--- config.mk ---
export PLATFORM = sky130hd
export DESIGN_NAME = param_2to1_stream_arbiter
export DESIGN_NICKNAME = d
export VERILOG_FILES = /design/src/rtl/param_2to1_stream_arbiter.sv
export SDC_FILE = /design/constraint.sdc
export NUM_CORES = 1
export LEC_CHECK = 0
export ABC_AREA = 1
export CORE_MARGIN = 1
export CORE_UTILIZATION = 40
export DETAILED_ROUTE_END_ITERATION = 10
export PLACE_DENSITY = 0.83
export SLEW_MARGIN = 15
export SYNTH_ARGS = -nofsm -noshare
export SYNTH_HDL_FRONTEND = slang
export SYNTH_SLANG_ARGS = --single-unit
--- constraint.sdc ---
create_clock -name clk -period 2.2 [get_ports clk]
set_clock_uncertainty 0.15 [all_clocks]
set_input_delay 0.66 -clock clk [delete_from_list [all_inputs] [get_ports clk]]
set_output_delay 0.66 -clock clk [all_outputs]
set_load 0.01 [all_outputs]
--- src/rtl/param_2to1_stream_arbiter.sv ---
// Purpose: round-robin 2-to-1 valid/ready stream arbiter with burst locking and a
//          single registered output stage; a locked burst is never interleaved.
// Latency: one cycle from an accepted input beat to out_*.
// Backpressure: in*_rdy is combinational from out_rdy; the output stage refills in
//          the same cycle it drains, and holds out_* stable while out_val && !out_rdy.
// Ports:
//   clk, reset            clock (rising edge) and asynchronous active-low reset
//   in0_val/rdy/msg/last  requester 0 stream
//   in1_val/rdy/msg/last  requester 1 stream
//   out_val/rdy/msg/last  registered output stream
//   out_src               requester index that produced the current output beat
module param_2to1_stream_arbiter #(
   parameter int nbits = 8
) (
   input  logic             clk,
   input  logic             reset,
   input  logic             in0_val,
   output logic             in0_rdy,
   input  logic [nbits-1:0] in0_msg,
   input  logic             in0_last,
   input  logic             in1_val,
   output logic             in1_rdy,
   input  logic [nbits-1:0] in1_msg,
   input  logic             in1_last,
   output logic             out_val,
   input  logic             out_rdy,
   output logic [nbits-1:0] out_msg,
   output logic             out_last,
   output logic             out_src
);

   typedef enum logic [1:0] {
      IDLE  = 2'd0,
      LOCK0 = 2'd1,
      LOCK1 = 2'd2
   } state_t;

   state_t state, state_nxt;
   logic   prio, prio_nxt;

   logic             enq_ok;
   logic             grant_vld;
   logic             grant_idx;
   logic             xfer;
   logic [nbits-1:0] sel_msg;
   logic             sel_last;

   // Output register may be overwritten when empty or when it drains this cycle.
   assign enq_ok = !out_val || out_rdy;

   // Grant: an open burst owns the mux outright; otherwise round-robin on ties.
   always_comb begin
      grant_vld = 1'b0;
      grant_idx = 1'b0;
      case (state)
         IDLE: begin
            if (in0_val && in1_val) begin
               grant_vld = 1'b1;
               grant_idx = prio;
            end else if (in0_val) begin
               grant_vld = 1'b1;
               grant_idx = 1'b0;
            end else if (in1_val) begin
               grant_vld = 1'b1;
               grant_idx = 1'b1;
            end
         end
         LOCK0: begin
            grant_vld = 1'b1;
            grant_idx = 1'b0;
         end
         LOCK1: begin
            grant_vld = 1'b1;
            grant_idx = 1'b1;
         end
         default: begin
            grant_vld = 1'b0;
            grant_idx = 1'b0;
         end
      endcase
   end

   assign in0_rdy = reset && enq_ok && grant_vld && (grant_idx == 1'b0);
   assign in1_rdy = reset && enq_ok && grant_vld && (grant_idx == 1'b1);

   assign xfer     = (in0_val && in0_rdy) || (in1_val && in1_rdy);
   assign sel_msg  = grant_idx ? in1_msg  : in0_msg;
   assign sel_last = grant_idx ? in1_last : in0_last;

   // Next state: the last beat closes the burst and hands priority to the other side.
   always_comb begin
      state_nxt = state;
      prio_nxt  = prio;
      if (xfer) begin
         if (sel_last) begin
            state_nxt = IDLE;
            prio_nxt  = !grant_idx;
         end else begin
            state_nxt = grant_idx ? LOCK1 : LOCK0;
         end
      end
   end

   always_ff @(posedge clk or negedge reset) begin
      if (!reset) begin
         state <= IDLE;
         prio  <= 1'b0;
      end else begin
         state <= state_nxt;
         prio  <= prio_nxt;
      end
   end

   always_ff @(posedge clk or negedge reset) begin
      if (!reset) begin
         out_val  <= 1'b0;
         out_msg  <= '0;
         out_last <= 1'b0;
         out_src  <= 1'b0;
      end else if (enq_ok) begin
         out_val <= xfer;
         if (xfer) begin
            out_msg  <= sel_msg;
            out_last <= sel_last;
            out_src  <= grant_idx;
         end
      end
   end

endmodule

=== Word-level counts from Yosys, hierarchy flattened ===
Cells that the tools add are included.

* Register bits after elaboration: 14
* Bits of input ports: 23
* Word-level logic and storage cells: 35

* Equal/unequal tests: 2
* Muxes and demuxes: 11
* Bitwise gates (word level): 1
* Reductions and logical operators: 15

{| class="wikitable"
|+ Operators with widths
! cell !! number
|-
| 8-bit two-way mux || 1
|-
| 1-bit logical AND || 7
|-
| 1-bit two-way mux || 6
|-
| 2-bit two-way mux || 2
|-
| 1-bit one-hot mux with 2 select lines || 2
|-
| 2-bit AND reduction || 2
|-
| 2-bit by 1-bit equality test with 1-bit output (second input constant) || 1
|-
| 2-bit equality test (second input constant) || 1
|-
| 1-bit zero test || 2
|-
| 2-bit zero test || 1
|-
| 1-bit logical OR || 2
|-
| 2-bit OR reduction || 1
|-
| 1-bit inverter || 1
|}

=== Logic depth before layout (Yosys ltp) ===
Gate-level depths: netlist of run 1.

* Depth after elaboration: 9
* Depth in mapped cells: 13
* Gate-level depth less buffers: 12

=== Least setup slack after synthesis of run 1 ===
No wires, ideal clock.

* Path kind: input port to output port
* From: input in1_val
* To: output in1_rdy
* Arrival time: 1276 ps
* Data required time: 1390 ps
* Path slack: 114 ps
* Stages: 7
* Path buffers: 1
* Cell sequence: nand2_1 > inv_2 > nand2_1 > nand2_2 > inv_2 > buf_2 > nor2_1

* Cells in the longest elaborated chain, start to end: 6

{| class="wikitable"
|+ Ends and longest elaborated chain
! element !! line !! source
|-
| start, declared || 21 || <nowiki>input logic in1_val,</nowiki>
|-
| 1-bit two-way mux || 63 || <nowiki>end else if (in1_val) begin</nowiki>
|-
| 1-bit two-way mux || 60 || <nowiki>end else if (in0_val) begin</nowiki>
|-
| 1-bit two-way mux || 57 || <nowiki>if (in0_val && in1_val) begin</nowiki>
|-
| 1-bit one-hot mux with 2 select lines || 55 || <nowiki>case (state)</nowiki>
|-
| 1-bit logical AND || 84 || <nowiki>assign in1_rdy = reset && enq_ok && grant_vld && (grant_idx == 1'b1);</nowiki>
|-
| 1-bit logical AND (*) || 84 ||
|-
| end, declared || 22 || <nowiki>output logic in1_rdy,</nowiki>
|}

Every way passes the cells marked *; elsewhere a longest branch is shown, timed or not.

=== Final worst setup path of run 1 ===
* From: input in0_val
* To: output in1_rdy

* Cells in the longest elaborated chain, start to end: 5

{| class="wikitable"
|+ Ends and longest elaborated chain
! element !! line !! source
|-
| start, declared || 17 || <nowiki>input logic in0_val,</nowiki>
|-
| 1-bit two-way mux / 1-bit logical AND (equally long branches) || 60, 57 ||
|-
| 1-bit two-way mux || 57 ||
|-
| 1-bit one-hot mux with 2 select lines || 55 ||
|-
| 1-bit logical AND || 84 ||
|-
| 1-bit logical AND (*) || 84 ||
|}

Marks and branches as above.

==> results of run 1 <==
==> layout by cell type (no fill, tap or decap), types with 2 or more instances in the layout <==
cell / Yosys / final
sky130_fd_sc_hd__nand2_1: 68 / 58
sky130_fd_sc_hd__clkdlybuf4s50_1: 0 / 29
sky130_fd_sc_hd__buf_4: 0 / 23
sky130_fd_sc_hd__dfrtp_1: 14 / 14
sky130_fd_sc_hd__nand2_2: 2 / 10
sky130_fd_sc_hd__inv_2: 3 / 6
sky130_fd_sc_hd__inv_1: 11 / 6
sky130_fd_sc_hd__nor2_2: 0 / 5
sky130_fd_sc_hd__dlygate4sd2_1: 0 / 4
sky130_fd_sc_hd__nand3_1: 4 / 3
sky130_fd_sc_hd__nor2_1: 8 / 3
sky130_fd_sc_hd__clkbuf_4: 0 / 3
sky130_fd_sc_hd__buf_6: 2 / 3
sky130_fd_sc_hd__inv_4: 0 / 2
sky130_fd_sc_hd__nand2_4: 0 / 2
sky130_fd_sc_hd__ha_2: 0 / 2
sky130_fd_sc_hd__buf_2: 2 / 2
==> state kept, by name (all words and copies together) (netlist names) <==
register,cells
prio,1
out_src,1
state,2
out_last,1
out_msg,8
out_val,1
==> kinds of logic (layout without fill, tap and decap cells) <==
family | count (synthesis) | in the layout | synth area share (%)
buf+inv | 18 | 79 | 10.54
flops | 14 | 14 | 43.41
compound gates | 2 | 2 | 1.240
simple gates | 83 | 83 | 40.15
fa+ha+maj | 3 | 3 | 4.652
==> report_power, final <==
group          internal [mW]  total, mW  switching, mW  leakage, nW
clock network         0.0637      0.151         0.0876       0.0138
logic                  0.696       1.38          0.686        0.584
registers              0.374      0.445         0.0709        0.178
==> metrics by stage <==
stage,hold WS (ns),setup TNS [ns],instances
final,0.3038,-2.767,206
after global placement,0.3024,-3.934,186
after floorplan,0.2144,0,120
after CTS,0.3104,-1.389,203
after global routing,0.3228,-4.203,206
after detailed placement,0.3076,-4.176,186
==> metal layers <==
layer / up-vias / GRT usage (%)
li1: 478 / -
met1: 471 / 28.88
met2: 60 / 39.17
met3: 24 / 4.615
met4: 0 / 18.86
met5: - / 0
==> worst max-delay path by stage <==
| stage | depth (start not counted) | end | slack (ns) | from |
|---|---|---|---|---|
| after global routing | 9 | in1_rdy | -0.31 | state[0] |
| after CTS | 9 | in0_rdy | -0.23 | state[0] |
| after floorplan | 7 | in1_rdy | 0.11 | in1_val |
| after detailed placement | 8 | in0_rdy | -0.82 | reset |
| after global placement | 8 | in0_rdy | -0.73 | reset |
| final | 8 | in1_rdy | -0.23 | in0_val |
==> area by class of cell <==
type	instances	area [sq um]
Fill cell	113	345.3
Tap cell	25	31.28
Multi-Input combinational cell	88	441.7
Clock buffer	3	22.52
Timing Repair inverter	1	6.256
Sequential cell	14	350.3
Inverter	14	62.56
Timing Repair Buffer	61	541.8
==> repair_timing <==
| action | 4_1_cts | 5_1_grt |
|---|---|---|
| endpoints found under the setup margin | 2 | 16 |
| pin swaps | 8 | 10 |
| buffers inserted | 14 | 3 |
| cloned | 0 | 1 |
| gates resized for setup | 13 | 33 |
| hold endpoints to repair | 0 | 0 |
==> impl_metrics.env, run 1 <==
export IMPL_power_total_mw=1.978
export IMPL_timing_critical_path_required_ns=1.39
export IMPL_vias=1033
export IMPL_max_freq_ghz=0.4107
export IMPL_worst_slew_pin_transition_ns=0.2362
export IMPL_worst_r2r_path_depth=15
export IMPL_fp_coreArea_sq_um=1802
export IMPL_min_period_over_period_pct=110.7
export IMPL_r2r_start="state[0]"
export IMPL_timing_critical_path_from_type="primary input"
export IMPL_path_cells="dlygate4sd2_1, nand2_2, nand2_4, nor2_2, nor2_2, inv_2, nor2_2, buf_2"
export IMPL_count_of_endpoints_failing_hold_in_the_final_timing_report=0
export IMPL_fp_dieH_microns=46.92
export IMPL_gr_total_overflow=0
export IMPL_crit_arrival_ns=1.62
export IMPL_synth_edf_count=0
export IMPL_cell_type_with_the_highest_aggregate_area_in_the_netlist="sky130_fd_sc_hd__dfrtp_1"
export IMPL_n_antenna_cell=0
export IMPL_ys_async_sr_fraction_pct=100.0
export IMPL_timing_slew_headroom_pct=84.09
export IMPL_final_net_count=209
export IMPL_proportion_of_synthesized_chip_area_in_sequential_cells_pct=43.41
export IMPL_worstPathMaxFanout=3
export IMPL_worstSetupEndpointType="output port"
export IMPL_cp_top_family="buffers and inverters"
export IMPL_mapped_nets=146
export IMPL_run_status="finished, violations left"
export IMPL_floorplan_die_width_microns=46.92
export IMPL_post_route_util_pct=80.83
export IMPL_drive_above_1_share_pct=33.70
export IMPL_cp_slowest_cell="sky130_fd_sc_hd__dlygate4sd2_1"
export IMPL_drc=0
export IMPL_worstPathBufferInverterCount=3
export IMPL_cell_repeated_most_along_the_worst_path="sky130_fd_sc_hd__nor2_2"
export IMPL_post_synth_top_count_cell="sky130_fd_sc_hd__nand2_1"
export IMPL_synthesis_yosys_warnings=0
export IMPL_tritoncts="built"
export IMPL_worstReg2RegEnd="prio"
export IMPL_place_area_sq_um=1231
export IMPL_postRouteAntennaNets=0
export IMPL_global_route_usage_total_pct=24.48
export IMPL_p_leak_nw=0.7755
export IMPL_min_period_ns=2.435
export IMPL_hpwlAfterDp_microns=1450
export IMPL_port_buffer_count=35
export IMPL_ys_types=12
export IMPL_path_class="in2out"
export IMPL_largest_net_degree_at_the_start_of_global_routing=16
export IMPL_synthesis_instances=120
export IMPL_flow_area_growth_from_synthesis_pct=80.47
export IMPL_gp_congestion=0.7983
export IMPL_synth_ff_latch_count=14
export IMPL_met2_length_microns=1425
export IMPL_setup_slack_of_the_critical_path_after_layout_ns=-0.2350
export IMPL_rows=15
export IMPL_viasPerCell=5.015
export IMPL_worst_skew_pair_late_latency_ns=0.29
export IMPL_routedLengthMet1_microns=1036
export IMPL_clk_path_buf_depth=2
export IMPL_synth_ff_type="sky130_fd_sc_hd__dfrtp_1"
export IMPL_detailed_route_wire_length_microns=2823
export IMPL_rsz0062_at_grt="yes"
export IMPL_cts_hold_buffers=0
export IMPL_cts_root_buffer="sky130_fd_sc_hd__clkbuf_4"
export IMPL_ys_top_cells_by_count="sky130_fd_sc_hd__nand2_1 (68), sky130_fd_sc_hd__dfrtp_1 (14), sky130_fd_sc_hd__inv_1 (11), sky130_fd_sc_hd__nor2_1 (8), sky130_fd_sc_hd__nand3_1 (4)"
export IMPL_slew_violations=0
export IMPL_dp_worst_setup_slack_ns=-0.8172
export IMPL_timing_reg2reg_setup_slack_ns=-0.22
export IMPL_cts_htree_levels=1
export IMPL_timing_final_setup_violations=16
export IMPL_cts_buffers=3
export IMPL_top_area_cells_in_the_synthesized_netlist="sky130_fd_sc_hd__dfrtp_1 (43%), sky130_fd_sc_hd__nand2_1 (32%), sky130_fd_sc_hd__inv_1 (5.1%), sky130_fd_sc_hd__ha_1 (4.7%), sky130_fd_sc_hd__nor2_1 (3.7%)"
export IMPL_detailedRoute_firstIterationViolations=28
export IMPL_synthesis_area_sq_um=807.0
export IMPL_failed_checks="setup timing"
export IMPL_dieArea_sq_um=2201
export IMPL_first_pass_iters=4
export IMPL_num_io_pins=36
export IMPL_syn_mean_instance_area_sq_um=6.725
export IMPL_max_cap_violation_count=0
export IMPL_floorplan_initialDensity_pct=44.79
export IMPL_peakVddDrop_mv=0.9567
export IMPL_finish_instance_area_sq_um=1456
export IMPL_grt_first_pass_wirelength_microns=3650
export IMPL_clkTransAtPathRegs_ns=0.09
export IMPL_avgRoutedWirePerCell_microns=13.70
export IMPL_dr_max_layer_used="met4"
export IMPL_met3WireLength_microns=170
export IMPL_worst_path_largest_cell_delay_ns=0.28
export IMPL_worst_hold_path_type="in2async"
export IMPL_synth_top_cell_area_share_pct=43.41
export IMPL_grt_antenna_before_repair=0
export IMPL_power_density_nw_per_um2=1358
export IMPL_first_global_vias=860
export IMPL_clock_sink_count=14
No activity file was read; power rests on OpenSTA's default activity.
==> inputs of run 2 (changes only) <==
--- a/config.mk
+++ b/config.mk
@@ -9,6 +9,8 @@
 export CORE_MARGIN = 1
 export CORE_UTILIZATION = 40
 export DETAILED_ROUTE_END_ITERATION = 10
+export GPL_TIMING_DRIVEN = 0
+export MAX_ROUTING_LAYER = met4
 export PLACE_DENSITY = 0.83
 export SLEW_MARGIN = 15
 export SYNTH_ARGS = -nofsm -noshare
==> run 2 against run 1 <==
The flow still finishes with violations (setup timing). Clock power shrank 3%. Sequential power hardly changed. Worst setup slack improved by 0.013 ns. Non-clock buffer count fell by 12. Clock-buffer cell count stayed put. Fmax up 0.55%. Critical path depth fell by 1. Sequential cell count stayed put. Core utilization down 4.9 points. Cell count decreased by 6.3%. Critical path type unchanged. Largest cell class unchanged.
==> impl_metrics.env, run 2 (synthesized netlist as in run 1, its figures left out) <==
export IMPL_layout_top_registers="out_msg x8, state x2"
export IMPL_tritoncts="built"
export IMPL_final_setup_tns_ns=-0.3775
export IMPL_detailed_route_wire_length_microns=2575
export IMPL_first_pass_iters=4
export IMPL_clkPwrFrac_pct=8.2
export IMPL_min_period_ns=2.422
export IMPL_vias=917
export IMPL_gp_congestion=0.7908
export IMPL_dieArea_sq_um=2201
export IMPL_cell_repeated_most_along_the_worst_path="sky130_fd_sc_hd__nand2_4"
export IMPL_comb_power_share_pct=66.6
export IMPL_setup_slack_of_the_critical_path_after_layout_ns=-0.2217
export IMPL_fp_dieH_microns=46.92
export IMPL_clock_sink_count=14
export IMPL_cts_root_buffer="sky130_fd_sc_hd__clkbuf_4"
export IMPL_filler_free_cell_count_of_the_finished_design=193
export IMPL_avgRoutedWirePerCell_microns=13.34
export IMPL_mostFrequentLayoutCell="sky130_fd_sc_hd__nand2_1"
export IMPL_worst_path_largest_cell_delay_ns=0.29
export IMPL_netSwitchingFraction_pct=43.05
export IMPL_timing_critical_path_from_type="primary input"
export IMPL_whs_ns=0.03225
export IMPL_cp_slowest_cell="sky130_fd_sc_hd__dlygate4sd2_1"
export IMPL_slew_violations=0
export IMPL_internal_power_mw=1.012
export IMPL_count_of_endpoints_failing_hold_in_the_final_timing_report=0
export IMPL_floorplan_die_width_microns=46.92
export IMPL_drive_above_1_share_pct=25.00
export IMPL_n_antenna_cell=0
export IMPL_run_status="finished, violations left"
export IMPL_num_io_pins=36
export IMPL_detailedRoute_firstIterationViolations=42
export IMPL_rows=15
export IMPL_path_class="in2out"
export IMPL_path_cells="dlygate4sd2_1, nand2_1, nand2_4, nand2_4, buf_6, nor2_2, buf_2"
export IMPL_worst_slew_pin_transition_ns=0.1868
export IMPL_timing_final_setup_violations=2
export IMPL_drc=0
export IMPL_registers_top_by_ff_count="out_msg"
export IMPL_cts_buffers=3
export IMPL_power_density_nw_per_um2=1298
export IMPL_hpwlAfterDp_microns=1560
export IMPL_power_frac_seq_pct=25.1
export IMPL_cts_htree_levels=1
export IMPL_timing_slew_headroom_pct=87.55
export IMPL_floorplan_initialDensity_pct=44.79
export IMPL_largest_register_ff_count=8
export IMPL_port_buffer_count=35
export IMPL_p_leak_nw=0.7226
export IMPL_grt_antenna_before_repair=0
export IMPL_post_route_util_pct=75.97
export IMPL_largest_net_degree_at_the_start_of_global_routing=17
export IMPL_rsz0062_at_grt="yes"
export IMPL_worst_hold_path_type="in2async"
export IMPL_postRouteAntennaNets=0
export IMPL_p_switching_mw=0.7648
export IMPL_most_common_layout_cells="sky130_fd_sc_hd__nand2_1 (64), sky130_fd_sc_hd__clkdlybuf4s50_1 (29), sky130_fd_sc_hd__dfrtp_1 (14)"
export IMPL_place_area_sq_um=1189
export IMPL_flow_area_growth_from_synthesis_pct=69.61
export IMPL_finish_instance_area_sq_um=1369
export IMPL_dpl_cell_count=180
export IMPL_timing_critical_path_required_ns=1.39
export IMPL_gr_total_overflow=0
export IMPL_final_net_count=196
export IMPL_worstSetupEndpointType="output port"
export IMPL_viasPerCell=4.751
export IMPL_clk_path_buf_depth=2
export IMPL_crit_arrival_ns=1.61
export IMPL_clkTransAtPathRegs_ns=0.08
export IMPL_min_period_over_period_pct=110.1
export IMPL_worstPathMaxFanout=4
export IMPL_worst_skew_pair_late_latency_ns=0.28
export IMPL_global_route_usage_total_pct=24.46
export IMPL_failed_checks="setup timing"
export IMPL_fp_coreArea_sq_um=1802
export IMPL_max_cap_violation_count=0
export IMPL_max_freq_ghz=0.4129
export IMPL_first_global_vias=847
export IMPL_grt_first_pass_wirelength_microns=3574
export IMPL_peakVddDrop_mv=0.7777
run 2: changes by cell type in the layout (fill, tap and decap cells not counted), sizes merged:
cell           previous run  this run
buf                      28        17
clkdlybuf4s15             0         1
dlygate4sd2               4         2
inv                      15        14
run 2: critical path: cells and delay by family:
kind / cells / cell delay, ns
buffers and inverters: 3 / 0.55
AND/OR/NAND/NOR: 4 / 0.40
run 2: final cells by class:
type	instances	area, sq um
clock buffer	3	22.52
inverter	14	60.06
timing repair buffer	46	429.2
fill	135	432.9
tap	25	31.28
buffer	3	33.78
multi-input combinational	88	441.7
sequential	14	350.3
run 2: timing repair:
item	in CTS	in global routing
setup endpoints to repair	16	2
hold buffers	0	0
gates resized for setup	35	14
buffers inserted	11	0
pin swaps	8	5
run 2: final timing paths:
kind / depth (start not counted) / start / slack [ns] / to
setup reg to reg: 13 / state[0] / 0.18 / out_msg[6]
max in group asynchronous: 1 / reset / 1.72 / out_msg[0]
hold / removal: 1 / reset / 0.03 / state[1]
hold reg to reg: 2 / out_msg[7] / 0.33 / out_msg[7]
min in group clk: 2 / out_msg[7] / 0.33 / out_msg[7]
setup / recovery: 7 / in0_val / -0.22 / in0_rdy
run 2: routing by layer:
layer  up-vias  GRT usage (%)  wire length (microns)  part of all wire (%)
met2        42          44.72                   1437                    56
met5         -              -                      0                     0
met1       416          24.82                    942                    37
li1        450              -                      -                     -
met3         9          4.231                    134                   5.2
met4         0          12.00                     61                   2.4
run 2: stage by stage:
stage | worst slack (ns) | power (mW)
after floorplan | 0.1143 | 0.9381
after global placement | -1.297 | 1.263
after detailed placement | -1.307 | 1.300
after CTS | -0.1276 | 1.652
after global routing | -0.2353 | 1.907
final | -0.2217 | 1.777
run 2: power groups by stage:
stage / logic [mW] / clock network (mW) / registers, mW
final: 1.18 / 0.146 / 0.447
after global routing: 1.29 / 0.160 / 0.459
after CTS: 1.07 / 0.146 / 0.439
after detailed placement: 0.857 / 0 / 0.444
after global placement: 0.827 / 0 / 0.435
after floorplan: 0.459 / 0 / 0.479
